`src/rtl/rs_pkg.sv`:
```
// Shared opcode, tag and FSM definitions for the
// reservation-station ALU functional unit.
package rs_pkg;

  localparam logic [2:0] OP_ADD = 3'b000;
  localparam logic [2:0] OP_SUB = 3'b001;
  localparam logic [2:0] OP_OR  = 3'b100;
  localparam logic [2:0] OP_AND = 3'b101;
  localparam logic [2:0] OP_NOT = 3'b110;
  localparam logic [2:0] OP_XOR = 3'b111;

  localparam int TAG_NONE = 0;

  typedef enum logic [1:0] {
    IDLE = 2'd0,
    EXEC = 2'd1,
    WAIT = 2'd2
  } state_e;

  function automatic logic op_legal(
    input logic [2:0] op
  );
    return !(op == 3'b010 || op == 3'b011);
  endfunction

endpackage

```
`src/rtl/rs_alu_core.sv`:
```
// Combinational integer ALU datapath.
// Flags encodings that have no operation.
import rs_pkg::*;

module rs_alu_core #(
  parameter int DATA_W = 32
) (
  input  logic [2:0]        op,
  input  logic [DATA_W-1:0] a,
  input  logic [DATA_W-1:0] b,
  output logic [DATA_W-1:0] y,
  output logic              illegal
);

  always_comb begin
    y       = a;
    illegal = 1'b0;
    unique case (1'b1)
      (op == OP_ADD): y = a + b;
      (op == OP_SUB): y = a - b;
      (op == OP_OR):  y = a | b;
      (op == OP_AND): y = a & b;
      (op == OP_NOT): y = ~a;
      (op == OP_XOR): y = a ^ b;
      default:        illegal = 1'b1;
    endcase
  end

endmodule

```
`src/rtl/rs_alu_unit.sv`:
```
// ALU functional unit with N_RS reservation stations,
// CDB snooping and a single multi-cycle execute slot.
import rs_pkg::*;

module rs_alu_unit #(
  parameter int N_RS     = 3,
  parameter int DATA_W   = 32,
  parameter int TAG_W    = 6,
  parameter int BASE_TAG = 1,
  parameter int LATENCY  = 2
) (
  input  logic              clock,
  input  logic              reset,
  input  logic              issue,
  input  logic [2:0]        opcode,
  input  logic [DATA_W-1:0] A,
  input  logic [DATA_W-1:0] B,
  input  logic              A_invalid,
  input  logic              B_invalid,
  output logic              available,
  output logic [TAG_W-1:0]  issued,
  output logic              error,
  input  logic              cdb_write,
  input  logic [TAG_W-1:0]  cdb_tag,
  input  logic [DATA_W-1:0] cdb_data,
  output logic              cdb_req,
  input  logic              cdb_grant,
  output logic [TAG_W-1:0]  result_tag,
  output logic [DATA_W-1:0] result_data,
  output logic [TAG_W-1:0]  executing
);

  localparam int IDX_W = (N_RS > 1) ? $clog2(N_RS) : 1;
  localparam int CNT_W = (LATENCY > 1) ? $clog2(LATENCY) : 1;

  logic [N_RS-1:0]   busy_q, busy_d;
  logic [2:0]        op_q [N_RS];
  logic [2:0]        op_d [N_RS];
  logic [TAG_W-1:0]  qj_q [N_RS];
  logic [TAG_W-1:0]  qj_d [N_RS];
  logic [TAG_W-1:0]  qk_q [N_RS];
  logic [TAG_W-1:0]  qk_d [N_RS];
  logic [DATA_W-1:0] vj_q [N_RS];
  logic [DATA_W-1:0] vj_d [N_RS];
  logic [DATA_W-1:0] vk_q [N_RS];
  logic [DATA_W-1:0] vk_d [N_RS];

  state_e            state_q, state_d;
  logic [IDX_W-1:0]  prio_q, prio_d;
  logic [IDX_W-1:0]  sel_q, sel_d;
  logic [CNT_W-1:0]  cnt_q, cnt_d;
  logic [TAG_W-1:0]  issued_q, issued_d;
  logic              error_q, error_d;
  logic [TAG_W-1:0]  res_tag_q, res_tag_d;
  logic [DATA_W-1:0] res_data_q, res_data_d;
  logic [TAG_W-1:0]  exec_q, exec_d;

  logic [N_RS-1:0]   rdy_m, free_m;
  logic [IDX_W:0]    rd_pick, fr_pick;
  logic [IDX_W-1:0]  rd_idx, fr_idx;
  logic              rd_found, fr_found;
  logic [DATA_W-1:0] core_y;
  logic              core_ill;

  // First set bit of m, scanning upward from p and wrapping.
  function automatic logic [IDX_W:0] pick(
    input logic [N_RS-1:0]  m,
    input logic [IDX_W-1:0] p
  );
    logic [IDX_W:0] r;
    int k;
    r = '0;
    for (int i = N_RS - 1; i >= 0; i--) begin
      k = (int'(p) + i) % N_RS;
      if (m[k]) r = {1'b1, IDX_W'(k)};
    end
    return r;
  endfunction

  function automatic logic [TAG_W-1:0] tag_of(
    input logic [IDX_W-1:0] idx
  );
    return TAG_W'(BASE_TAG) + TAG_W'(idx);
  endfunction

  always_comb begin
    for (int i = 0; i < N_RS; i++) begin
      free_m[i] = !busy_q[i];
      rdy_m[i]  = busy_q[i] && qj_q[i] == '0 && qk_q[i] == '0 &&
                  !(state_q != IDLE && sel_q == IDX_W'(i));
    end
  end

  assign rd_pick  = pick(rdy_m, prio_q);
  assign fr_pick  = pick(free_m, prio_q);
  assign rd_found = rd_pick[IDX_W];
  assign rd_idx   = rd_pick[IDX_W-1:0];
  assign fr_found = fr_pick[IDX_W];
  assign fr_idx   = fr_pick[IDX_W-1:0];

  rs_alu_core #(
    .DATA_W (DATA_W)
  ) u_core (
    .op      (op_q[rd_idx]),
    .a       (vj_q[rd_idx]),
    .b       (vk_q[rd_idx]),
    .y       (core_y),
    .illegal (core_ill)
  );

  always_comb begin
    busy_d     = busy_q;
    op_d       = op_q;
    qj_d       = qj_q;
    qk_d       = qk_q;
    vj_d       = vj_q;
    vk_d       = vk_q;
    state_d    = state_q;
    prio_d     = prio_q;
    sel_d      = sel_q;
    cnt_d      = cnt_q;
    issued_d   = '0;
    error_d    = 1'b0;
    res_tag_d  = res_tag_q;
    res_data_d = res_data_q;
    exec_d     = exec_q;

    if (cdb_write && cdb_tag != '0) begin
      for (int i = 0; i < N_RS; i++) begin
        if (busy_q[i] && qj_q[i] == cdb_tag) begin
          qj_d[i] = '0;
          vj_d[i] = cdb_data;
        end
        if (busy_q[i] && qk_q[i] == cdb_tag) begin
          qk_d[i] = '0;
          vk_d[i] = cdb_data;
        end
      end
    end

    if (issue) begin
      if (!op_legal(opcode) || !fr_found) begin
        error_d = 1'b1;
      end else begin
        busy_d[fr_idx] = 1'b1;
        op_d[fr_idx]   = opcode;
        issued_d       = tag_of(fr_idx);
        qj_d[fr_idx]   = '0;
        vj_d[fr_idx]   = A;
        qk_d[fr_idx]   = '0;
        vk_d[fr_idx]   = B;
        if (A_invalid) begin
          if (cdb_write && cdb_tag == A[TAG_W-1:0]) begin
            vj_d[fr_idx] = cdb_data;
          end else begin
            qj_d[fr_idx] = A[TAG_W-1:0];
            vj_d[fr_idx] = '0;
          end
        end
        if (opcode == OP_NOT) begin
          vk_d[fr_idx] = '0;
        end else if (B_invalid) begin
          if (cdb_write && cdb_tag == B[TAG_W-1:0]) begin
            vk_d[fr_idx] = cdb_data;
          end else begin
            qk_d[fr_idx] = B[TAG_W-1:0];
            vk_d[fr_idx] = '0;
          end
        end
      end
    end

    unique case (state_q)
      IDLE: begin
        if (rd_found) begin
          state_d    = EXEC;
          sel_d      = rd_idx;
          cnt_d      = CNT_W'(LATENCY - 1);
          res_tag_d  = tag_of(rd_idx);
          res_data_d = core_ill ? '0 : core_y;
          exec_d     = tag_of(rd_idx);
        end
      end
      EXEC: begin
        if (cnt_q == '0) state_d = WAIT;
        else cnt_d = cnt_q - 1'b1;
      end
      WAIT: begin
        if (cdb_grant) begin
          busy_d[sel_q] = 1'b0;
          prio_d  = (sel_q == IDX_W'(N_RS - 1)) ? '0
                                                : sel_q + 1'b1;
          state_d = IDLE;
          exec_d  = '0;
        end
      end
      default: state_d = IDLE;
    endcase
  end

  always_ff @(posedge clock) begin
    if (reset) begin
      busy_q     <= '0;
      state_q    <= IDLE;
      prio_q     <= '0;
      sel_q      <= '0;
      cnt_q      <= '0;
      issued_q   <= '0;
      error_q    <= 1'b0;
      res_tag_q  <= '0;
      res_data_q <= '0;
      exec_q     <= '0;
      for (int i = 0; i < N_RS; i++) begin
        op_q[i] <= '0;
        qj_q[i] <= '0;
        qk_q[i] <= '0;
        vj_q[i] <= '0;
        vk_q[i] <= '0;
      end
    end else begin
      busy_q     <= busy_d;
      state_q    <= state_d;
      prio_q     <= prio_d;
      sel_q      <= sel_d;
      cnt_q      <= cnt_d;
      issued_q   <= issued_d;
      error_q    <= error_d;
      res_tag_q  <= res_tag_d;
      res_data_q <= res_data_d;
      exec_q     <= exec_d;
      op_q       <= op_d;
      qj_q       <= qj_d;
      qk_q       <= qk_d;
      vj_q       <= vj_d;
      vk_q       <= vk_d;
    end
  end

  assign available   = |free_m;
  assign issued      = issued_q;
  assign error       = error_q;
  assign cdb_req     = (state_q == WAIT);
  assign result_tag  = res_tag_q;
  assign result_data = res_data_q;
  assign executing   = exec_q;

endmodule

```
`config.mk`:
```
export PLATFORM = sky130hd
export DESIGN_NAME = rs_alu_unit
export DESIGN_NICKNAME = d
export VERILOG_FILES = /design/src/rtl/rs_pkg.sv /design/src/rtl/rs_alu_core.sv /design/src/rtl/rs_alu_unit.sv
export SDC_FILE = /design/constraint.sdc
export NUM_CORES = 1
export LEC_CHECK = 0
export CORE_AREA = 2 2 209 211
export CTS_CLUSTER_SIZE = 10
export DETAILED_ROUTE_END_ITERATION = 6
export DIE_AREA = 0 0 211 213
export PLACE_DENSITY = 0.81
export SLEW_MARGIN = 0
export SYNTH_ARGS = -nofsm -noshare
export SYNTH_HDL_FRONTEND = slang
export SYNTH_SLANG_ARGS = --single-unit
```
`constraint.sdc`:
```
create_clock -name clock -period 6.72 [get_ports clock]
set_input_delay 1.344 -clock clock [delete_from_list [all_inputs] [get_ports clock]]
set_output_delay 1.344 -clock clock [all_outputs]
set_load 0.01 [all_outputs]
```
Word-level counts from Yosys, hierarchy flattened:

Index checks and enable logic that the tools add are counted.

* register bits after elaboration: 298
* input port bits: 112
* word-level logic and storage cells: 244

* add/sub/neg operators: 8
* divide/modulo/power cells: 3
* order comparisons: 10
* equal/unequal tests: 23
* muxes and demuxes: 102
* bitwise logic cells: 17
* reduce and logical (&&, ||, !) cells: 56

Operators with widths (number)
* 96-bit two-way mux: 11
* 96-bit bitwise mux: 4
* 32-bit two-way mux: 12
* 18-bit two-way mux: 11
* 96-bit bitwise AND: 2
* 32-bit case mux with 6 select lines: 1
* 32-bit binary-select mux with 2-bit select: 2
* 32-bit by 4-bit < comparator with 1-bit output, second input constant: 3
* 96-bit inverter: 1
* 32-bit demux with 2-bit select: 1
* 32-bit by 3-bit modulo with 32-bit output, second input constant: 2
* 6-bit two-way mux: 9
* 6-bit equality test: 8
* 3-bit two-way mux: 13
* 18-bit bitwise AND: 2
* 18-bit bitwise mux: 2
* 6-bit zero test: 6
* 32-bit adder: 1
* 32-bit bitwise AND: 1
* 3-bit by 3-bit modulo with 32-bit output, second input constant: 1
* 32-bit inverter: 1
* 32-bit OR: 1
* 32-bit subtractor: 1
* 32-bit XOR: 1
* 45 further kinds: 122

Logic depth before layout (Yosys ltp):

Gate-level depths: netlist of run 1.

* word-level depth: 21
* depth in mapped cells: 35
* mapped depth without buffers: 29

By module:

A second synthesis of run 1 with hierarchy kept.

* cells, all modules: 2410
* area total of the unflattened synthesis: 20589.7 um^2

Modules (own cells, without submodules)
* rs_alu_unit: times used 1, cells each 1729, area each 15617.5 um^2, seq. area each 5785.5 um^2
* rs_alu_core: times used 1, cells each 681, area each 4972.3 um^2, seq. area each 0.0 um^2

Worst setup path before layout of run 1:

OpenSTA, ideal clock, no wires.

* kind: reg2reg
* start: register prio_q[0]
* end: register res_data_q[31] (netlist: result_data[31])
* arrival: 6247 ps
* path slack: 389 ps
* cell stages (with the launch flop): 32
* cell sequence: dfxtp_1 > inv_1 > ha_1 > clkbuf_1 > and2_1 > a21boi_0 > nand3b_1 > a211o_2 > buf_6 > buf_2 > buf_2 > buf_2 > buf_2 > buf_1 > o21ai_0 > ha_1 > nor3b_1 > nand3_1 > or2_1 > o21ai_0 > xnor2_1 > ha_1 > nand4_1 > or3_1 > and3_1 > a211oi_1 > o21ai_0 > a21oi_1 > xor2_1 > nand3_1 > o211a_1 > o31ai_2

* word-level cells in the longest chain between the ends: 15
* elaborated cells on any way between the ends: 43
* those cells by class: add/sub: 4; div: 3; eq/ne: 5; mux: 23; bitwise: 5; reduce/logical: 3

RTL lines
* start: declaration: RTL line rs_alu_unit.sv:49 `logic [IDX_W-1:0] prio_q, prio_d;`
* start signal: assignment: RTL line rs_alu_unit.sv:223 `prio_q <= prio_d;`
* 2-bit by 2-bit adder with 3-bit output: RTL line rs_alu_unit.sv:74 `k = (int'(p) + i) % N_RS;`
* 32-bit by 3-bit modulo with 32-bit output: RTL line rs_alu_unit.sv:74
* 1-bit binary-select mux with 2-bit select: RTL line rs_alu_unit.sv:75 `if (m[k]) r = {1'b1, IDX_W'(k)};`
* 1-bit two-way mux (implied by the code) (2 in series): RTL line rs_alu_unit.sv:75
* 3-bit two-way mux (2 in series): RTL line rs_alu_unit.sv:75
* 3-bit two-way mux *: RTL line rs_alu_unit.sv:75
* 2-bit inverter with 3-bit output (implied by the code): RTL line rs_alu_unit.sv:104, rs_alu_unit.sv:105, rs_alu_unit.sv:106
* 32-bit binary-select mux with 2-bit select (tied with other cells): RTL line rs_alu_unit.sv:105 `.a (vj_q[rd_idx]),`
* 32-bit two-way mux (implied by the code) (tied with other cells) (2 in series): RTL line rs_alu_unit.sv:105
* 32-bit subtractor (tied with other cells): RTL line rs_alu_core.sv:20 `(op == OP_SUB): y = a - b;`
* 32-bit case mux with 6 select lines / 6-bit OR reduction (equally long branches)
* 32-bit two-way mux: RTL line rs_alu_unit.sv:180 `res_data_d = core_ill ? '0 : core_y;`
* end signal: assignment: RTL line rs_alu_unit.sv:229 `res_data_q <= res_data_d;`
* end: declaration: RTL line rs_alu_unit.sv:55 `logic [DATA_W-1:0] res_data_q, res_data_d;`

Mark *: on every way between the ends. The rest lies on a longest branch, timed or not. The select of a mux whose other input is x is not followed.
A chain may end at the register's enable or synchronous reset.

Worst setup path after layout of run 1:

* start: register prio_q[0]
* end: register res_data_q[28] (netlist: result_data[28])

Same word-level chain as after synthesis.

==> results.txt, run 1 <==
ranking of synthesized cells by area -> dfxtp_1, mux2i_1, ha_1
drt via density -> 6.53
P_leak -> 8.21 nW
minimum clock period -> 6.43 ns
async set-reset flop share out of synthesis -> 0%
final wirelength -> 75300 um
Critical R2R Launch -> prio_q[0]$_SDFFE_PP0P_
outcome -> finished, final reports clean
Clock Tree Root -> clkbuf_16
Post-Syn Area -> 19800 um2
CTS tree -> built
IO Pins -> 165
first-pass GRT wire length -> 114000 um
hold depth -> 2
CTS H-tree lvls -> 2
R2R Setup Slk -> 0.29 ns
# setup viols final -> 0
total number of vias -> 20400
hold-fix buffer count after cts -> 0
sequential cell area fraction in the yosys report -> 29.1%
initial antenna violation count -> 0
Yosys cell types -> 84
Critical Path AT -> 6.88 ns
area leader, netlist -> dfxtp_1
Die Wd -> 211 um
measured slew at the worst slew-check pin -> 1.25 ns
critical path required time -> 7.17 ns
port bufs -> 155
crit end category -> flop
Hold Slack -> 0.449 ns
largest net degree at the start of global routing -> 76
grt met1 use -> 42.0%
worst ir drop on vdd -> 0.149 mV
number of diodes -> 0
RSZ-0062 raised after global routing -> false
core area -> 42700 um2
cells after synthesis -> 2519
CP max-delay cell -> a2111o_1
power per cell area -> 268 nW/um2
DRT iter0 DRCs -> 2504
Fmax -> 155 MHz
CTS sink cnt -> 289
Yosys top cell area share -> 29.1%
post-layout net count -> 2783
Max Transition Viols Final -> 0
#FFs+latches synth -> 289
Slew HR -> 16.8%
Post-synth EDFFs -> 0
CP startpoint kind -> flop
vias in the first global route -> 19500
Avg Cell Area, Syn -> 7.88 um2
die area -> 44900 um2
Post-Place Cells -> 3071
crit-path max FO -> 11
met2 Track Usage GR -> 51.2%
Clock Skew -> 0.0288 ns
setup TNS -> 0 ns
TritonCTS Buffers -> 37
layout cells sized above 1 -> 7.67%
maximum buffer depth of the clock tree -> 3
Reg2Reg Depth -> 26
Routed Antenna Nets -> 0
hpwl dp -> 51300 um
Clock transition at path regs -> 0.06 ns
DR pass1 iterations -> 6
ys flop type -> dfxtp_1
Starting Density -> 46.5%
r2r endpoint -> result_data[28]$_SDFFE_PP0P_
grt peak-use layer -> met2
maxcap violations -> 0
Worst Hold Class -> flop to flop
min-delay src -> executing[2]$_SDFFE_PP0P_
GP Congestion -> 0.977
worst skew pair latency -> 0.57 ns
Yosys warnings -> 0
hold path endpoint -> executing[2]$_SDFFE_PP0P_
final hold violations -> 0
final worst path period share -> 95.7%
Finished Layout Cells -> 3127
cell with the most instances after synthesis -> nor2_1
WL/cell -> 24.1 um
Area Growth Syn to Fin -> 16.4%
Core Util, Final -> 54.1%
Die Span Y -> 213 um
DRC -> 0
Critical Path Max Stage Delay -> 0.49 ns
crit path kind -> flop to flop
GRT met3 Usage -> 7.63%
num rows -> 76
synth cell count leaders -> nor2_1, dfxtp_1, nand2_1, mux2i_1, clkbuf_1
grt total ovfl -> 0
Total Routing Usage GR -> 32.6%
==> power by group <==
| part | switching [W] | internal (W) |
|---|---|---|
| combinational | 0.00141 | 0.000914 |
| clock | 0.000782 | 0.00119 |
| sequential | 0.0000775 | 0.00183 |
| total | 0.00227 | 0.00393 |
==> cells in the final DEF (no fill, tap or decap), types with 62 or more instances in the layout <==
master | netlist | routed
a21oi_1 | 91 | 88
clkdlybuf4s50_1 | 0 | 153
xnor2_1 | 71 | 71
ha_1 | 104 | 104
buf_4 | 10 | 76
o22a_1 | 62 | 62
a31oi_1 | 96 | 94
a22oi_1 | 116 | 116
mux2i_1 | 233 | 232
nand2_1 | 281 | 281
o22ai_1 | 131 | 131
inv_1 | 93 | 93
nor2_1 | 305 | 300
dfxtp_1 | 289 | 289
==> kinds of logic (layout without fill, tap and decap cells) <==
group / Yosys count / in the layout / share of synthesized area (%)
xor+xnor: 103 / 103 / 4.55
compound gates: 700 / 700 / 24.5
mux: 234 / 234 / 11.8
flops: 289 / 289 / 29.1
simple gates: 758 / 758 / 16.7
fa+ha+maj: 105 / 105 / 6.66
other cells: 1 / 9 / 0.0189
buf+inv: 329 / 383 / 6.60
==> flip-flops by register name, indices dropped and copies added (netlist names) <==
register / cells
busy_q: 3
cnt_q: 1
error: 1
executing: 3
issued: 3
op_q: 9
prio_q: 2
qj_q: 18
qk_q: 18
result_data: 32
result_tag: 3
sel_q: 2
state_q: 2
vj_q: 96
vk_q: 96
==> metrics by stage <==
step	area (um2)	setup WS (ns)	power (W)
finish	23100	0.288	0.00620
global route	23100	0.0172	0.00646
CTS	23000	0.181	0.00614
detailed placement	21900	0.217	0.00418
global placement	21900	0.267	0.00416
floorplan	19900	0.389	0.00342
==> layer usage <==
layer	vias to the layer above	share of wire [%]
met4	2	4.4
met5	-	0.12
met2	1242	44
li1	9186	-
met1	9755	41
met3	228	10
==> layout make-up <==
| type | count | area [um2] |
|---|---|---|
| Multi-Input combinational cell | 1909 | 13000 |
| Sequential cell | 289 | 5790 |
| Clock inverter | 5 | 108 |
| Timing Repair Buffer | 232 | 2150 |
| Clock buffer | 49 | 1040 |
| Inverter | 97 | 364 |
| Fill cell | 3907 | 19600 |
| Tap cell | 546 | 683 |
==> worst max-delay path by stage <==
stage	start	endpoint	slack, ns	depth (start not counted)
detailed placement	prio_q[0]$_SDFFE_PP0P_	result_data[31]$_SDFFE_PP0P_	0.22	27
global placement	prio_q[0]$_SDFFE_PP0P_	result_data[31]$_SDFFE_PP0P_	0.27	26
CTS	prio_q[0]$_SDFFE_PP0P_	result_data[31]$_SDFFE_PP0P_	0.18	26
global route	prio_q[0]$_SDFFE_PP0P_	result_data[31]$_SDFFE_PP0P_	0.02	26
floorplan	prio_q[0]$_SDFFE_PP0P_	result_data[31]$_SDFFE_PP0P_	0.39	31
finish	prio_q[0]$_SDFFE_PP0P_	result_data[28]$_SDFFE_PP0P_	0.29	26
==> worst max-delay path, delay by kind of cell, from the launching register on <==
kind	cells	cell delay (ns)
DFF	1	0.35
xor gates and xnor gates	1	0.17
and+or+nand+nor	5	1.00
AOI/OAI and AO/OA	12	3.04
adders and majority gates	2	0.69
muxes	2	0.48
buffers and inverters	4	0.57
==> what timing repair did <==
| action | CTS | global route |
|---|---|---|
| endpoints found under the setup margin | 0 | 9 |
| resized for setup | 0 | 10 |
| setup buffers | 0 | 2 |
| endpoints found under the hold margin | 0 | 0 |
No activity file was read; power rests on OpenSTA's default activity.
==> run 2, diff against run 1 <==
- CAP_MARGIN: unset -> 20
==> run 2 against run 1 <==
The run now ends with DRC left. Clock skew fell by 0.012 ns. Fmax rose by 0.52%. Critical path depth fell by 1. Cell count did not move. Die area did not move. Clock-buffer cell count fell by 6. Largest power group unchanged.
==> results.txt, run 2 (same netlist as run 1, synthesis figures left out) <==
min-delay src -> executing[2]$_SDFFE_PP0P_
maximum buffer depth of the clock tree -> 3 (unchanged)
power per cell area -> 261 nW/um2 (-2.8%)
most common cell after layout, fill and taps aside -> nor2_1
P_leak -> 8.16 nW (-0.51%)
final hold violations -> 0 (unchanged)
CP startpoint kind -> flop
TritonCTS Buffers -> 36 (-2.7%)
Area Growth Syn to Fin -> 15.9%
die area -> 44900 um2 (unchanged)
Clock power frac -> 29.7% (-2.1 points)
drt via density -> 6.55 (+0.38%)
dpl ws -> 0.176 ns (-0.0409 ns)
Max Transition Viols Final -> 0 (unchanged)
hpwl dp -> 51500 um (+0.41%)
R2R Setup Slk -> 0.32 ns (+0.03 ns)
Slew HR -> 25.9% (+9.2 points)
Net Switching -> 0.00226 W (-0.38%)
Fmax -> 156 MHz (+0.52%)
Finished Layout Cells -> 3127 (unchanged)
Clock Skew -> 0.0166 ns (-0.0121 ns)
initial antenna violation count -> 1 (+1)
largest net degree at the start of global routing -> 76 (unchanged)
first-pass GRT wire length -> 113000 um (-0.90%)
Reg2Reg Depth -> 25 (-3.8%)
worst skew pair latency -> 0.57 ns (about the same)
final worst path period share -> 95.2% (-0.50 points)
vias in the first global route -> 19400 (-0.44%)
worst ir drop on vdd -> 0.160 mV (+7.7%)
port bufs -> 155 (unchanged)
Internal -> 0.00375 W (-4.7%)
PnR worst setup slack -> 0.322 ns (+0.0333 ns)
Clock Tree Root -> clkbuf_16
hold-fix buffer count after cts -> 0 (unchanged)
CTS tree -> built
# setup viols final -> 0 (unchanged)
DRT iter0 DRCs -> 2559 (+2.2%)
Critical R2R Launch -> prio_q[0]$_SDFFE_PP0P_
Post-Place Cells -> 3072 (+0.033%)
Critical Path AT -> 6.85 ns (-0.03 ns)
hold depth -> 2 (unchanged)
total number of vias -> 20500 (+0.38%)
crit path kind -> flop to flop
DRC -> 2 (+2)
CTS sink cnt -> 289 (unchanged)
critical path required time -> 7.17 ns (about the same)
commonest non-fill, non-tap cells in the layout -> nor2_1, dfxtp_1, nand2_1
outcome -> finished, violations left
Worst Hold Class -> flop to flop
final wirelength -> 75200 um (-0.11%)
Total Routing Usage GR -> 32.3% (-0.31 points)
hold path endpoint -> executing[2]$_SDFFE_PP0P_
measured slew at the worst slew-check pin -> 1.11 ns (-0.140 ns)
Clock transition at path regs -> 0.07 ns (about the same)
GP Congestion -> 0.977 (unchanged)
Starting Density -> 46.5% (unchanged)
setup TNS -> 0 ns (unchanged)
WL/cell -> 24.1 um (-0.11%)
maxcap violations -> 0 (unchanged)
r2r endpoint -> result_data[28]$_SDFFE_PP0P_
Gate power share -> 38.6% (+1.2 points)
Routed Antenna Nets -> 0 (unchanged)
CTS H-tree lvls -> 2 (unchanged)
Die Wd -> 211 um (unchanged)
Die Span Y -> 213 um (unchanged)
layout cells sized above 1 -> 7.64% (-0.036 points)
IO Pins -> 165 (unchanged)
post-layout net count -> 2786 (+0.11%)
switching portion of total power -> 37.6% (+1.0 points)
core area -> 42700 um2 (unchanged)
num rows -> 76 (unchanged)
sequential power share -> 31.8% (+1.1 points)
crit path launch -> prio_q[0]$_SDFFE_PP0P_
grt total ovfl -> 0 (unchanged)
DR pass1 iterations -> 7 (+1)
minimum clock period -> 6.40 ns (-0.0333 ns)
crit end category -> flop
failing checks -> DRC
crit-path max FO -> 11 (unchanged)
==> run 2: cell count changes in the layout (fill, tap and decap cells not counted), moves of 2 or more <==
cell,delta
a21oi_1,+2
a21oi_2,-2
clkbuf_16,-3
bufinv_16,-3
clkbuf_1,-3
buf_4,+3
clkinv_2,+2
==> run 2: power groups by stage <==
stage                     Clock (W)  Combinational [W]  Sequential [W]
after floorplan                   0            0.00147         0.00194
after global placement            0            0.00222         0.00193
after detailed placement          0            0.00224         0.00194
after CTS                   0.00179            0.00226         0.00191
after global routing        0.00186            0.00249         0.00192
final                       0.00178            0.00232         0.00191
==> run 2: how the worst max path moves through the flow <==
stage,endpoint,slack [ns],cells after the start
floorplan,result_data[31]$_SDFFE_PP0P_,0.39,31
global placement,result_data[31]$_SDFFE_PP0P_,0.27,26
detailed placement,result_data[31]$_SDFFE_PP0P_,0.18,27
CTS,result_data[31]$_SDFFE_PP0P_,0.15,27
global route,result_data[25]$_SDFFE_PP0P_,-0.03,29
finish,result_data[28]$_SDFFE_PP0P_,0.32,25
==> run 2: worst max-delay path, stage by stage, from the launching register on <==
cell and delay [ns]:
dfxtp_1 0.36, inv_1 0.07, ha_1 0.38, buf_4 0.21, inv_1 0.12, o211a_1 0.24
a2111o_1 0.44, nand2b_2 0.38, o311ai_0 0.84, a31oi_1 0.24, xnor2_1 0.18, ha_1 0.33
o21ai_0 0.13, a21boi_0 0.19, o41a_1 0.24, o31ai_1 0.09, buf_4 0.15, a2111oi_1 0.48
o41ai_1 0.17, buf_4 0.16, o21bai_1 0.17, o21a_1 0.19, a21oi_1 0.09, mux2i_1 0.13
a221oi_1 0.23, nor2_1 0.07
==> run 2: metal layers <==
layer  vias to the layer above  global-route usage, %  part of all wire (%)
met4                         0                   15.1                   4.2
met2                      1249                   50.9                    44
met1                      9828                   41.8                    41
li1                       9198                      -                     -
met3                       216                   7.53                    11
met5                         -                      0                     0
==> run 2: metrics by stage <==
| step | power (W) | cell area, um2 | util [%] | hold WS (ns) |
|---|---|---|---|---|
| finish | 0.00601 | 23000 | 53.9 | 0.450 |
| detailed placement | 0.00418 | 21900 | 51.3 | 0.448 |
| CTS | 0.00595 | 22900 | 53.7 | 0.456 |
| global placement | 0.00416 | 21900 | 51.3 | 0.447 |
| global route | 0.00626 | 23000 | 53.9 | 0.482 |
| floorplan | 0.00342 | 19900 | - | 0.436 |
==> run 2: layout make-up <==
class	instances	area [um2]
Timing Repair Buffer	236	2190
Multi-Input combinational cell	1909	13000
Clock inverter	6	62.6
Antenna cell	1	2.50
Inverter	97	364
Sequential cell	289	5790
Clock buffer	43	957
Fill cell	3857	19700
Tap cell	546	683
==> run 2: timing repair <==
item,CTS,global route
gates resized for setup,0,9
hold endpoints to repair,0,0
setup buffers,0,5
endpoints found under the setup margin,0,9
